### config.mk
export PLATFORM = sky130hd
export DESIGN_NAME = bm_mem_arb
export DESIGN_NICKNAME = d
export VERILOG_FILES = /design/src/rtl/bm_mem_arb.sv
export SDC_FILE = /design/constraint.sdc
export NUM_CORES = 1
export LEC_CHECK = 0
export CAP_MARGIN = 25
export CORE_UTILIZATION = 31
export DETAILED_ROUTE_END_ITERATION = 12
export PLACE_DENSITY = 0.77
export REMOVE_ABC_BUFFERS = 1
export SETUP_SLACK_MARGIN = 0.05
export SLEW_MARGIN = 10
export SYNTH_ARGS = -nofsm -noshare
export SYNTH_HDL_FRONTEND = slang
export SYNTH_SLANG_ARGS = --single-unit
### constraint.sdc
create_clock -name clk -period 1.8 [get_ports clk]
set_input_delay 0.36 -clock clk [delete_from_list [all_inputs] [get_ports clk]]
set_output_delay 0.36 -clock clk [all_outputs]
set_load 0.03 [all_outputs]
### src/rtl/bm_mem_arb.sv
// Single-port bitmatrix memory arbiter: round-robin between the engine read port
// and the host write port, with in-flight read tracking and a host lock handshake.
module bm_mem_arb #(
  parameter int BM_COL_W      = 64,
  parameter int BM_MEM_ADDR_W = 8,
  parameter int RD_LAT        = 2
) (
  input  logic                     clk,
  input  logic                     rstn,
  input  logic                     eng_rstn,
  input  logic                     bm_cntl_bm_mem_rd_rq,
  input  logic [BM_MEM_ADDR_W-1:0] bm_cntl_bm_mem_rd_addr,
  output logic                     arb_bm_cntl_rd_gnt,
  output logic [BM_COL_W-1:0]      bm_mem_bm_cntl_rd_data,
  output logic                     bm_mem_bm_cntl_rd_data_val,
  input  logic                     host_bm_wr_req,
  input  logic [BM_MEM_ADDR_W-1:0] host_bm_wr_addr,
  input  logic [BM_COL_W-1:0]      host_bm_wr_data,
  output logic                     arb_host_wr_gnt,
  input  logic                     host_bm_lock,
  output logic                     arb_host_lock_ack,
  output logic                     bm_mem_cs,
  output logic                     bm_mem_we,
  output logic [BM_MEM_ADDR_W-1:0] bm_mem_addr,
  output logic [BM_COL_W-1:0]      bm_mem_wr_data,
  input  logic [BM_COL_W-1:0]      bm_mem_rd_data
);

  localparam int CNT_W = $clog2(RD_LAT + 2);

  typedef enum logic [1:0] {
    ST_IDLE   = 2'd0,
    ST_DRAIN  = 2'd1,
    ST_LOCKED = 2'd2
  } lock_st_t;

  lock_st_t                 r_state;
  lock_st_t                 w_state_nxt;
  logic [RD_LAT:0]          r_vld_pipe;
  logic [CNT_W-1:0]         r_inflight;
  logic [CNT_W-1:0]         w_inflight_nxt;
  logic                     r_last_wr;
  logic                     r_cs;
  logic                     r_we;
  logic [BM_MEM_ADDR_W-1:0] r_addr;
  logic [BM_COL_W-1:0]      r_wr_data;

  logic w_rd_elig;
  logic w_rd_req;
  logic w_wr_req;
  logic w_gnt_rd;
  logic w_gnt_wr;
  logic w_rd_val;

  // Grants are gated by rstn so that every output reads 0 while reset is held.
  assign w_rd_elig = rstn && eng_rstn && (r_state == ST_IDLE);
  assign w_rd_req  = bm_cntl_bm_mem_rd_rq && w_rd_elig;
  assign w_wr_req  = host_bm_wr_req && rstn;
  assign w_gnt_rd  = w_rd_req && (!w_wr_req || r_last_wr);
  assign w_gnt_wr  = w_wr_req && !w_gnt_rd;

  // A flush cycle also hides a val landing in that very cycle.
  assign w_rd_val  = r_vld_pipe[RD_LAT] && eng_rstn;

  always_comb begin
    w_inflight_nxt = r_inflight;
    if (!eng_rstn) begin
      w_inflight_nxt = '0;
    end else if (w_gnt_rd && !w_rd_val) begin
      w_inflight_nxt = r_inflight + CNT_W'(1);
    end else if (!w_gnt_rd && w_rd_val) begin
      w_inflight_nxt = r_inflight - CNT_W'(1);
    end
  end

  // Lock FSM: DRAIN exits as soon as the last outstanding val is being consumed.
  always_comb begin
    w_state_nxt = r_state;
    unique case (r_state)
      ST_IDLE: begin
        if (host_bm_lock) w_state_nxt = ST_DRAIN;
      end
      ST_DRAIN: begin
        if (!host_bm_lock)              w_state_nxt = ST_IDLE;
        else if (w_inflight_nxt == '0) w_state_nxt = ST_LOCKED;
      end
      ST_LOCKED: begin
        if (!host_bm_lock) w_state_nxt = ST_IDLE;
      end
      default: w_state_nxt = ST_IDLE;
    endcase
  end

  always_ff @(posedge clk or negedge rstn) begin
    if (!rstn) begin
      r_state <= ST_IDLE;
    end else begin
      r_state <= w_state_nxt;
    end
  end

  // Read tracking: stage k of the valid pipe lines up with cycle N+1+k after a grant.
  always_ff @(posedge clk or negedge rstn) begin
    if (!rstn) begin
      r_vld_pipe <= '0;
      r_inflight <= '0;
    end else if (!eng_rstn) begin
      r_vld_pipe <= '0;
      r_inflight <= '0;
    end else begin
      r_vld_pipe <= {r_vld_pipe[RD_LAT-1:0], w_gnt_rd};
      r_inflight <= w_inflight_nxt;
    end
  end

  // Pointer resets to "host last" so the read port wins the first contention.
  always_ff @(posedge clk or negedge rstn) begin
    if (!rstn) begin
      r_last_wr <= 1'b1;
    end else if (w_gnt_rd || w_gnt_wr) begin
      r_last_wr <= w_gnt_wr;
    end
  end

  // Memory command stage: grant in cycle N drives the memory in N+1.
  always_ff @(posedge clk or negedge rstn) begin
    if (!rstn) begin
      r_cs      <= 1'b0;
      r_we      <= 1'b0;
      r_addr    <= '0;
      r_wr_data <= '0;
    end else begin
      r_cs <= w_gnt_rd || w_gnt_wr;
      r_we <= w_gnt_wr;
      if (w_gnt_wr) begin
        r_addr    <= host_bm_wr_addr;
        r_wr_data <= host_bm_wr_data;
      end else if (w_gnt_rd) begin
        r_addr    <= bm_cntl_bm_mem_rd_addr;
      end
    end
  end

  assign arb_bm_cntl_rd_gnt         = w_gnt_rd;
  assign arb_host_wr_gnt            = w_gnt_wr;
  assign arb_host_lock_ack          = (r_state == ST_LOCKED);
  assign bm_mem_bm_cntl_rd_data     = bm_mem_rd_data;
  assign bm_mem_bm_cntl_rd_data_val = w_rd_val;
  assign bm_mem_cs                  = r_cs;
  assign bm_mem_we                  = r_we;
  assign bm_mem_addr                = r_addr;
  assign bm_mem_wr_data             = r_wr_data;

endmodule

==> results.ini, run 1 <==
[timing]
timing.final.max_slew_violations = 0
final.setup_skew_ns = 0.00857
postLayoutSetupSlackWorst_ns = -0.337
unrepaired_setup_endpoints_after_global_routing = true
min_period_ns = 2.14
hold_slack_ns = 0.172
setup_viol_count_final = 77
worst_pin_slew_ns = 0.672
final-hold-violation-count = 0
finalCritPeriodShare_pct = 119
relSlewSlack_pct = 55.2
fmax_mhz = 468

[yosys]
netlist_area_sq_um = 3950
yosys.area.top_type_share_pct = 51.4
synth.area.mux_share_pct = 25.7
combinational_family_with_the_most_area_after_synthesis = multiplexers
synth.lib_cells_used.distinct = 22
synthTopCellsByArea = sky130_fd_sc_hd__dfrtp_1 (51%), sky130_fd_sc_hd__mux2_4 (19%), sky130_fd_sc_hd__buf_4 (13%)
yosys.area_share.xor_xnor_pct = 0.666
yosys_register_bits = 82
post_synthesis_share_of_cell_area_spent_on_and_or_nand_and_nor_gates_pct = 3.77
synth.avg_cell_area_sq_um = 14.2
ys_seq_area_share_pct = 52.0
netlist.top_cell.by_area = sky130_fd_sc_hd__dfrtp_1
synth_fa_ha_area_share_pct = 0
synthCells = 277
synth-compound-area-share_pct = 1.65
ys_warn_count = 0

[power]
p_per_area_nw_per_um2 = 1060
power.ir.vdd_worst_mv = 0.839
power_mw = 6.53
power_leakage_nw = 3.23

[placement]
portBuffers = 163
place_worst_setup_slack_ns = -0.827
placedInstanceArea_sq_um = 5310
place.gp.congestion = 0.775
place.detailed.instances = 549
dp_hpwl_microns = 10500

[clocking]
cts_made_buffers = 9
cts.root.buffer_cell = sky130_fd_sc_hd__clkbuf_16
cts_tree = built
cts_num_sinks = 82
ctsHoldBuffers = 0
cts.clk_slew.worst_paths_ns = 0.06
clockBufferDepth = 2
htree_num_levels = 3
worst_skew_pair.late_latency_ns = 0.34

[grt]
grt_pass1_wl_microns = 21300
grt_start_max_net_pins = 53
grt_overflow = 0
grt_pass1_vias = 3126
grt_antenna_before_repair = 0
grt_util_all_layers_pct = 23.4

[cells_and_area]
final_common_cell = sky130_fd_sc_hd__clkdlybuf4s50_1
nFillCells = 1036
area_growth_from_synthesis_to_layout_pct = 55.9
final-seq-area_sq_um = 2050
design_area_sq_um = 6150
diodes = 0
final_cell_mix = sky130_fd_sc_hd__clkdlybuf4s50_1 (93), sky130_fd_sc_hd__dfrtp_1 (81), sky130_fd_sc_hd__mux2_4 (64), sky130_fd_sc_hd__dlymetal6s2s_1 (38), sky130_fd_sc_hd__dlygate4sd2_1 (27)
drive_above_1_share_pct = 29.7
non_filler_cells_final = 586
multi_input_comb_area_sq_um = 1320
num-nets-final = 563

[drt]
firstDrtPassIters = 4
routed-via-count = 2798
route.detailed.wl_per_inst_microns = 26.2
drt-vias-per-instance = 4.77
drt_first_iter_violations = 101
ant_nets = 0
totalWireLength_microns = 15400
remaining_drc_errors = 0

[hold_path]
path_category_of_the_worst_min_delay_check = input pin to async pin

[floorplanning]
io_pins = 292
floorplan.core_area_sq_um = 12200
die-height_microns = 115
die-width_microns = 115
initial_utilization_pct = 32.3
fp-row-count = 40
fp.dieArea_sq_um = 13200

[outcome]
run_status = finished, violations left
failed_checks = setup timing

[critical_path]
end_kind = output pin
setup.worst_path.start_class = flip-flop
setup.worst_path.class = flip-flop to output pin
cp_data_required_time_ns = 1.44
critPathArrivalTime_ns = 1.78
crit_fanout = 2

[run]
drv.max_cap_violation_count = 0

-- flip-flops by register name, indices dropped and copies added, names as in the netlist --
signal / flops
bm_mem_wr_data: 64
bm_mem_addr: 8
bm_mem_cs: 1
r_state: 2
r_inflight: 2
bm_mem_we: 1
r_vld_pipe: 3
r_last_wr: 1
-- cell type report --
class	count	share of cell area (%)
Timing Repair Buffer	198	36.2
Sequential cell	82	33.4
Multi-Input combinational cell	118	21.5
Clock buffer	11	3.94
Tap cell	168	3.42
Clock inverter	5	1.26
Inverter	4	0.305
-- repair_timing --
action	in CTS	in global routing
gates cloned	9	3
endpoints found under the setup margin	104	115
pin swaps	2	1
setup buffers	6	10
gates resized for setup	64	72
-- final timing paths --
kind / depth (start not counted) / end / from / slack, ns
setup / recovery: 5 / arb_bm_cntl_rd_gnt / r_last_wr / -0.34
hold / removal: 3 / r_state[1] / rstn / 0.17
setup reg to reg: 8 / bm_mem_wr_data[25] / r_last_wr / -0.32
hold reg to reg: 1 / r_vld_pipe[1] / r_vld_pipe[0] / 0.47
max in group asynchronous: 4 / bm_mem_wr_data[33] / rstn / 0.61
min in group clk: 1 / r_vld_pipe[1] / r_vld_pipe[0] / 0.47
-- critical path, stage by stage (launching register included) --
cell	delay (ns)
sky130_fd_sc_hd__dfstp_2	0.53
sky130_fd_sc_hd__nor2b_1	0.04
sky130_fd_sc_hd__or4_4	0.51
sky130_fd_sc_hd__buf_6	0.15
sky130_fd_sc_hd__clkinvlp_4	0.09
sky130_fd_sc_hd__buf_6	0.13
-- synth_stat cells --
master                     count
sky130_fd_sc_hd__a21oi_1       2
sky130_fd_sc_hd__and2_1        4
sky130_fd_sc_hd__buf_12        6
sky130_fd_sc_hd__buf_4        67
sky130_fd_sc_hd__dfrtp_1      81
sky130_fd_sc_hd__dfstp_2       1
sky130_fd_sc_hd__inv_1         4
sky130_fd_sc_hd__mux2_2       15
sky130_fd_sc_hd__mux2_4       49
sky130_fd_sc_hd__mux2i_1      11
sky130_fd_sc_hd__nand2_1      12
sky130_fd_sc_hd__nand2b_1      2
sky130_fd_sc_hd__nand3_2       1
sky130_fd_sc_hd__nor2_1        2
sky130_fd_sc_hd__nor2b_1       4
sky130_fd_sc_hd__nor3_1        1
sky130_fd_sc_hd__o21ai_0       9
sky130_fd_sc_hd__o311a_1       1
sky130_fd_sc_hd__or2b_1        1
sky130_fd_sc_hd__or4_4         1
sky130_fd_sc_hd__xnor2_1       2
sky130_fd_sc_hd__xor2_1        1
-- through the flow --
step                      TNS (ns)  utilization (%)
after floorplan             -61.90                -
after global placement      -48.74             43.5
after detailed placement    -50.59             43.5
after CTS                   -15.68             49.2
after global routing        -21.30             50.4
final                       -15.96             50.4
-- routing by layer --
layer | track usage, % | wire, microns | vias up | part of all wire, %
met5 | 11.1 | 162 | - | 1.1
met4 | 5.89 | 185 | 6 | 1.2
met3 | 20.4 | 2920 | 22 | 19
met2 | 34.5 | 6480 | 267 | 42
met1 | 24.1 | 5610 | 1358 | 37
li1 | - | - | 1145 | -
-- cell families after synthesis --
| family | Yosys count |
|---|---|
| AO/OA/AOI/OAI | 12 |
| flip-flops | 82 |
| XOR/XNOR | 3 |
| buffers and inverters | 77 |
| multiplexers | 75 |
| AND/OR/NAND/NOR | 28 |
-- power by group --
part           leakage, nW  internal [mW]  switching [mW]
registers            0.977           2.17           0.184
logic                 2.10           1.12            1.09
clock network        0.156           1.25           0.713
total                 3.23           4.54            1.99
Power figures use the tool's default switching activity.
==> run 2: changes to the inputs <==
==> constraint.sdc (replaced) <==
create_clock -name clk -period 1.85 [get_ports clk]
set_input_delay 0.37 -clock clk [delete_from_list [all_inputs] [get_ports clk]]
set_output_delay 0.37 -clock clk [all_outputs]
set_load 0.03 [all_outputs]
==> results.ini, run 2 (same netlist as run 1, synthesis figures left out) <==
[placement]
place.gp.congestion = 0.771  ; -0.50%
place_worst_setup_slack_ns = -0.772  ; +0.0552 ns
portBuffers = 163  ; unchanged
dp_hpwl_microns = 10500  ; -0.13%
place.detailed.instances = 551  ; +0.36%

[critical_path]
critPathMostFrequentCell = sky130_fd_sc_hd__buf_6
regToRegSetupSlack_ns = -0.23  ; +0.09 ns
timing.critical_path.max_delay_family = simple AND/OR/NAND/NOR gates
setup.worst_path.start_class = flip-flop
crit_path_cell_trace = nor2b_1, or4_4, buf_6, clkinvlp_4, buf_6
timing.critical_path.slowest_stage_cell = sky130_fd_sc_hd__dfstp_2
regToRegEndpoint = bm_mem_wr_data[14]
r2r_cells = 7  ; -1
critical_path.max_stage_delay_ns = 0.53  ; about the same
end_kind = output pin
cp_data_required_time_ns = 1.48  ; +0.04 ns
crit_fanout = 2  ; unchanged
critPathArrivalTime_ns = 1.80  ; +0.02 ns
setup.worst_path.class = flip-flop to output pin
critical_path.n_buffers_inverters = 3  ; unchanged
cp-startpoint = r_last_wr
worstReg2RegStart = r_last_wr

[timing]
min_period_ns = 2.17
timing.final.max_slew_violations = 0  ; unchanged
postLayoutSetupSlackWorst_ns = -0.322  ; +0.0152 ns
setup_viol_count_final = 69  ; -10%
final.setup_skew_ns = 0.0110  ; +0.00245 ns
relSlewSlack_pct = 56.9  ; +1.7 points
worst_pin_slew_ns = 0.647  ; -0.0256 ns
hold_slack_ns = 0.289  ; +0.117 ns
final-hold-violation-count = 0  ; unchanged
finalCritPeriodShare_pct = 117
fin_tns_setup_ns = -11.44  ; +4.52 ns
fmax_mhz = 460
unrepaired_setup_endpoints_after_global_routing = true

[drt]
totalWireLength_microns = 14800  ; -3.6%
firstDrtPassIters = 4  ; unchanged
drt-vias-per-instance = 4.62  ; -3.3%
drt_first_iter_violations = 112  ; +11%
ant_nets = 0  ; unchanged
remaining_drc_errors = 0  ; unchanged
routed-via-count = 2692  ; -3.8%
route.detailed.wl_per_inst_microns = 25.4  ; -3.1%

[cells_and_area]
drive_above_1_share_pct = 28.9  ; -0.75 points
nFillCells = 1050  ; +1.4%
non_filler_cells_final = 583  ; -0.51%
area_growth_from_synthesis_to_layout_pct = 53.6
num-nets-final = 560  ; -0.53%
largest_reg_flops = 64  ; unchanged
final_cell_mix = sky130_fd_sc_hd__clkdlybuf4s50_1 (133), sky130_fd_sc_hd__dfrtp_1 (81), sky130_fd_sc_hd__mux2_4 (64), sky130_fd_sc_hd__dlymetal6s2s_1 (20)
diodes = 0  ; unchanged
final_common_cell = sky130_fd_sc_hd__clkdlybuf4s50_1

[floorplanning]
die-height_microns = 115  ; unchanged
initial_utilization_pct = 32.3  ; unchanged
die-width_microns = 115  ; unchanged
fp.dieArea_sq_um = 13200  ; unchanged
fp-row-count = 40  ; unchanged
floorplan.core_area_sq_um = 12200  ; unchanged
io_pins = 292  ; unchanged

[grt]
grt_util_all_layers_pct = 22.7  ; -0.71 points
grt_pass1_vias = 3002  ; -4.0%
grt_start_max_net_pins = 53  ; unchanged
met3_usage_pct = 21.2  ; +0.84 points
grt_pass1_wl_microns = 20700  ; -3.0%
global_route_met2_usage_pct = 31.2  ; -3.3 points
grt_antenna_before_repair = 0  ; unchanged
grt.busiest_layer = met2
met1_usage_pct = 24.5  ; +0.40 points
grt_overflow = 0  ; unchanged

[outcome]
run_status = finished, violations left
failed_checks = setup timing

[clocking]
cts_made_buffers = 9  ; unchanged
htree_num_levels = 3  ; unchanged
worst_skew_pair.late_latency_ns = 0.34  ; about the same
cts.clk_slew.worst_paths_ns = 0.06  ; about the same
clockBufferDepth = 2  ; unchanged
cts.root.buffer_cell = sky130_fd_sc_hd__clkbuf_16
cts_num_sinks = 82  ; unchanged
cts_tree = built

[power]
power.ir.vdd_worst_mv = 0.774  ; -7.8%
power_leakage_nw = 2.99  ; -7.5%
p_per_area_nw_per_um2 = 1040  ; -1.6%

[hold_path]
path_category_of_the_worst_min_delay_check = input pin to async pin

[run]
drv.max_cap_violation_count = 0  ; unchanged

[run 2: cell type report]
class / count / area [sq um] / share of cell area, %
clock inverters: 4 / 50.0 / 0.826
clock buffers: 12 / 256 / 4.23
repair buffers: 195 / 2150 / 35.5
multi-input cells: 118 / 1320 / 21.8
inverters: 4 / 18.8 / 0.310
flip-flops and latches: 82 / 2050 / 33.9
well taps: 168 / 210 / 3.47
[run 2: worst reg2reg max path: stages, from the launching register on]
cell and delay (ns):
sky130_fd_sc_hd__dfstp_2 0.53, sky130_fd_sc_hd__nor2b_1 0.04, sky130_fd_sc_hd__or4_4 0.51, sky130_fd_sc_hd__nand3_4 0.17
sky130_fd_sc_hd__clkbuf_16 0.18, sky130_fd_sc_hd__buf_6 0.10, sky130_fd_sc_hd__buf_12 0.12, sky130_fd_sc_hd__mux2_4 0.30
[run 2: per-stage QoR]
stage | utilization [%] | instance area [sq um] | power (mW)
4_1_cts | 48.1 | 5870 | 6.35
3_3_place_gp | 43.8 | 5350 | 4.36
5_1_grt | 49.6 | 6060 | 6.59
3_5_place_dp | 43.8 | 5350 | 4.40
2_1_floorplan | - | 3320 | 3.41
6_report | 49.6 | 6060 | 6.32
[run 2: worst max path at each step]
stage	end	slack, ns	depth (start not counted)
after global routing	arb_bm_cntl_rd_gnt	-0.38	5
after CTS	arb_bm_cntl_rd_gnt	-0.33	5
final	arb_bm_cntl_rd_gnt	-0.32	5
after floorplan	arb_host_wr_gnt	-1.15	4
after detailed placement	arb_host_wr_gnt	-0.77	6
after global placement	arb_host_wr_gnt	-0.77	6
[run 2: power breakdown]
part | internal (mW) | leakage (nW) | switching (mW) | total, mW
clock | 1.12 | 0.145 | 0.720 | 1.84
sequential | 2.11 | 0.977 | 0.187 | 2.30
combinational | 1.14 | 1.87 | 1.04 | 2.19
[run 2: layer usage]
layer,part of all wire [%],up-vias
met1,38,1282
li1,-,1130
met4,0.82,4
met3,20,16
met2,41,260
met5,0.70,-
[run 2: what timing repair did]
action                                  4_1_cts  5_1_grt
gates resized for setup                      36       42
endpoints found under the setup margin       82       96
hold buffers                                  0        0
gates cloned                                  4        3
setup buffers                                 4        8
pin swaps                                     2        1
==> run 3: changes to the inputs <==
--- a/config.mk
+++ b/config.mk
@@ -6,8 +6,10 @@
 export NUM_CORES = 1
 export LEC_CHECK = 0
 export CAP_MARGIN = 25
+export CORE_ASPECT_RATIO = 1.4
 export CORE_UTILIZATION = 31
 export DETAILED_ROUTE_END_ITERATION = 12
+export GPL_TIMING_DRIVEN = 0
 export PLACE_DENSITY = 0.77
 export REMOVE_ABC_BUFFERS = 1
 export SETUP_SLACK_MARGIN = 0.05
==> results.ini, run 3 (same netlist as run 1, synthesis figures left out) <==
[clocking]
cts_num_sinks = 82  ; unchanged
cts.root.buffer_cell = sky130_fd_sc_hd__clkbuf_16
worst_skew_pair.late_latency_ns = 0.34  ; about the same
cts_made_buffers = 9  ; unchanged
htree_num_levels = 3  ; unchanged
cts_tree = built
clockBufferDepth = 2  ; unchanged
cts.clk_slew.worst_paths_ns = 0.07  ; about the same

[critical_path]
end_kind = output pin
worstReg2RegStart = r_last_wr
regToRegEndpoint = bm_mem_wr_data[42]
critPathArrivalTime_ns = 1.75  ; -0.05 ns
setup.worst_path.class = input pin to output pin
regToRegSetupSlack_ns = -0.24  ; about the same
cp_data_required_time_ns = 1.48  ; about the same
cp-startpoint = host_bm_wr_req
crit_fanout = 5  ; +3
setup.worst_path.start_class = input pin
r2r_cells = 7  ; unchanged

[drt]
drt_first_iter_violations = 62  ; -45%
met1Wirelength_microns = 5160  ; -8.2%
ant_nets = 0  ; unchanged
top_layer_used = met5
firstDrtPassIters = 4  ; unchanged
remaining_drc_errors = 0  ; unchanged
routed-via-count = 2727  ; +1.3%
met3_wirelength_microns = 2850  ; -3.5%
drt-vias-per-instance = 4.82  ; +4.3%
totalWireLength_microns = 15400  ; +3.8%
route.met2.wl_microns = 6900  ; +15%
route.detailed.wl_per_inst_microns = 27.2  ; +7.0%

[floorplanning]
die-height_microns = 136  ; +18%
die-width_microns = 97.4  ; -15%
io_pins = 292  ; unchanged
floorplan.core_area_sq_um = 12400  ; +1.3%
initial_utilization_pct = 31.9  ; -0.42 points
fp.dieArea_sq_um = 13200  ; about the same
fp-row-count = 48  ; +20%

[placement]
dp_hpwl_microns = 10800  ; +3.1%
place.detailed.instances = 519  ; -5.8%
place_worst_setup_slack_ns = -1.63  ; -0.861 ns
portBuffers = 163  ; unchanged
place.gp.congestion = 0.754  ; -2.2%

[power]
power.ir.vdd_worst_mv = 0.459  ; -41%
power_leakage_nw = 2.85  ; -4.7%
power_mw = 6.22  ; -1.7%
p_per_area_nw_per_um2 = 1020  ; -2.1%

[timing]
min_period_ns = 2.12  ; -0.0536 ns
relSlewSlack_pct = 39.5  ; -17 points
hold_slack_ns = 0.0925  ; -0.197 ns
unrepaired_setup_endpoints_after_global_routing = true
postLayoutSetupSlackWorst_ns = -0.269  ; +0.0536 ns
setup_viol_count_final = 70  ; +1.4%
timing.final.max_slew_violations = 0  ; unchanged
finalCritPeriodShare_pct = 115  ; -2.9 points
final.setup_skew_ns = 0.0127  ; +0.00163 ns
fmax_mhz = 472  ; +2.5%
worst_pin_slew_ns = 0.905  ; +0.258 ns
final-hold-violation-count = 0  ; unchanged

[grt]
grt_start_max_net_pins = 24  ; -55%
grt_pass1_wl_microns = 21500  ; +4.2%
grt_antenna_before_repair = 0  ; unchanged
grt_overflow = 0  ; unchanged
grt_pass1_vias = 2988  ; -0.47%
grt_util_all_layers_pct = 23.4  ; +0.62 points

[cells_and_area]
drive_above_1_share_pct = 30.8  ; +1.9 points
area_growth_from_synthesis_to_layout_pct = 54.3
non_filler_cells_final = 566  ; -2.9%
num-nets-final = 561  ; +0.18%
final_common_cell = sky130_fd_sc_hd__clkdlybuf4s50_1
diodes = 0  ; unchanged
largest_reg_flops = 64  ; unchanged
final_cell_mix = sky130_fd_sc_hd__clkdlybuf4s50_1 (149), sky130_fd_sc_hd__dfrtp_1 (81), sky130_fd_sc_hd__mux2_4 (64), sky130_fd_sc_hd__mux2i_1 (10)
nFillCells = 1072  ; +2.1%
fin_util_pct = 49.2  ; -0.43 points

[outcome]
failed_checks = setup timing
run_status = finished, violations left

[run]
drv.max_cap_violation_count = 0  ; unchanged

[hold_path]
path_category_of_the_worst_min_delay_check = input pin to async pin

[run 3: cell type report]
| cell class | instances | area [sq um] | area share (%) |
|---|---|---|---|
| clock inverters | 7 | 56.3 | 0.925 |
| multi-input cells | 119 | 1370 | 22.5 |
| repair buffers | 193 | 2160 | 35.5 |
| clock buffers | 9 | 225 | 3.70 |
| well taps | 150 | 188 | 3.08 |
| flip-flops and latches | 82 | 2050 | 33.7 |
| repair inverters | 2 | 15.0 | 0.247 |
| inverters | 4 | 18.8 | 0.308 |
[run 3: how the worst max path moves through the flow]
stage / endpoint / slack, ns / cells after the start
6_report: arb_host_wr_gnt / -0.27 / 6
5_1_grt: arb_host_wr_gnt / -0.31 / 5
2_1_floorplan: arb_host_wr_gnt / -1.15 / 4
4_1_cts: arb_host_wr_gnt / -0.27 / 5
3_5_place_dp: arb_host_wr_gnt / -1.63 / 7
3_3_place_gp: arb_host_wr_gnt / -6.30 / 4
[run 3: per-stage QoR]
| step | cell area (sq um) | TNS, ns |
|---|---|---|
| after detailed placement | 5190 | -86.33 |
| after CTS | 6010 | -10.81 |
| after global routing | 6090 | -16.72 |
| after floorplan | 3320 | -58.33 |
| after global placement | 5140 | -649.97 |
| final | 6090 | -13.26 |
[run 3: power breakdown]
part           internal (mW)  switching (mW)
Sequential              2.11           0.187
Combinational           1.18            1.06
Clock                  0.916           0.767
Total                   4.20            2.02
[run 3: layer usage]
layer	GRT usage, %	vias up
met1	23.6	1285
met4	8.09	8
met5	11.5	-
li1	-	1136
met3	19.6	27
met2	34.5	271
[run 3: critical path, stage by stage]
cell and delay [ns]:
sky130_fd_sc_hd__dlygate4sd2_1 0.34, sky130_fd_sc_hd__nor2b_2 0.21, sky130_fd_sc_hd__or4_4 0.54, sky130_fd_sc_hd__nand3_4 0.10, sky130_fd_sc_hd__inv_2 0.05, sky130_fd_sc_hd__buf_6 0.13
[run 3: repair_timing]
item | CTS | global route
endpoints found under the hold margin | 40 | 0
pin swaps | 2 | 4
endpoints found under the setup margin | 84 | 79
gates resized for setup | 64 | 28
setup buffers | 13 | 6
cloned | 10 | 0
hold buffers | 3 | 0
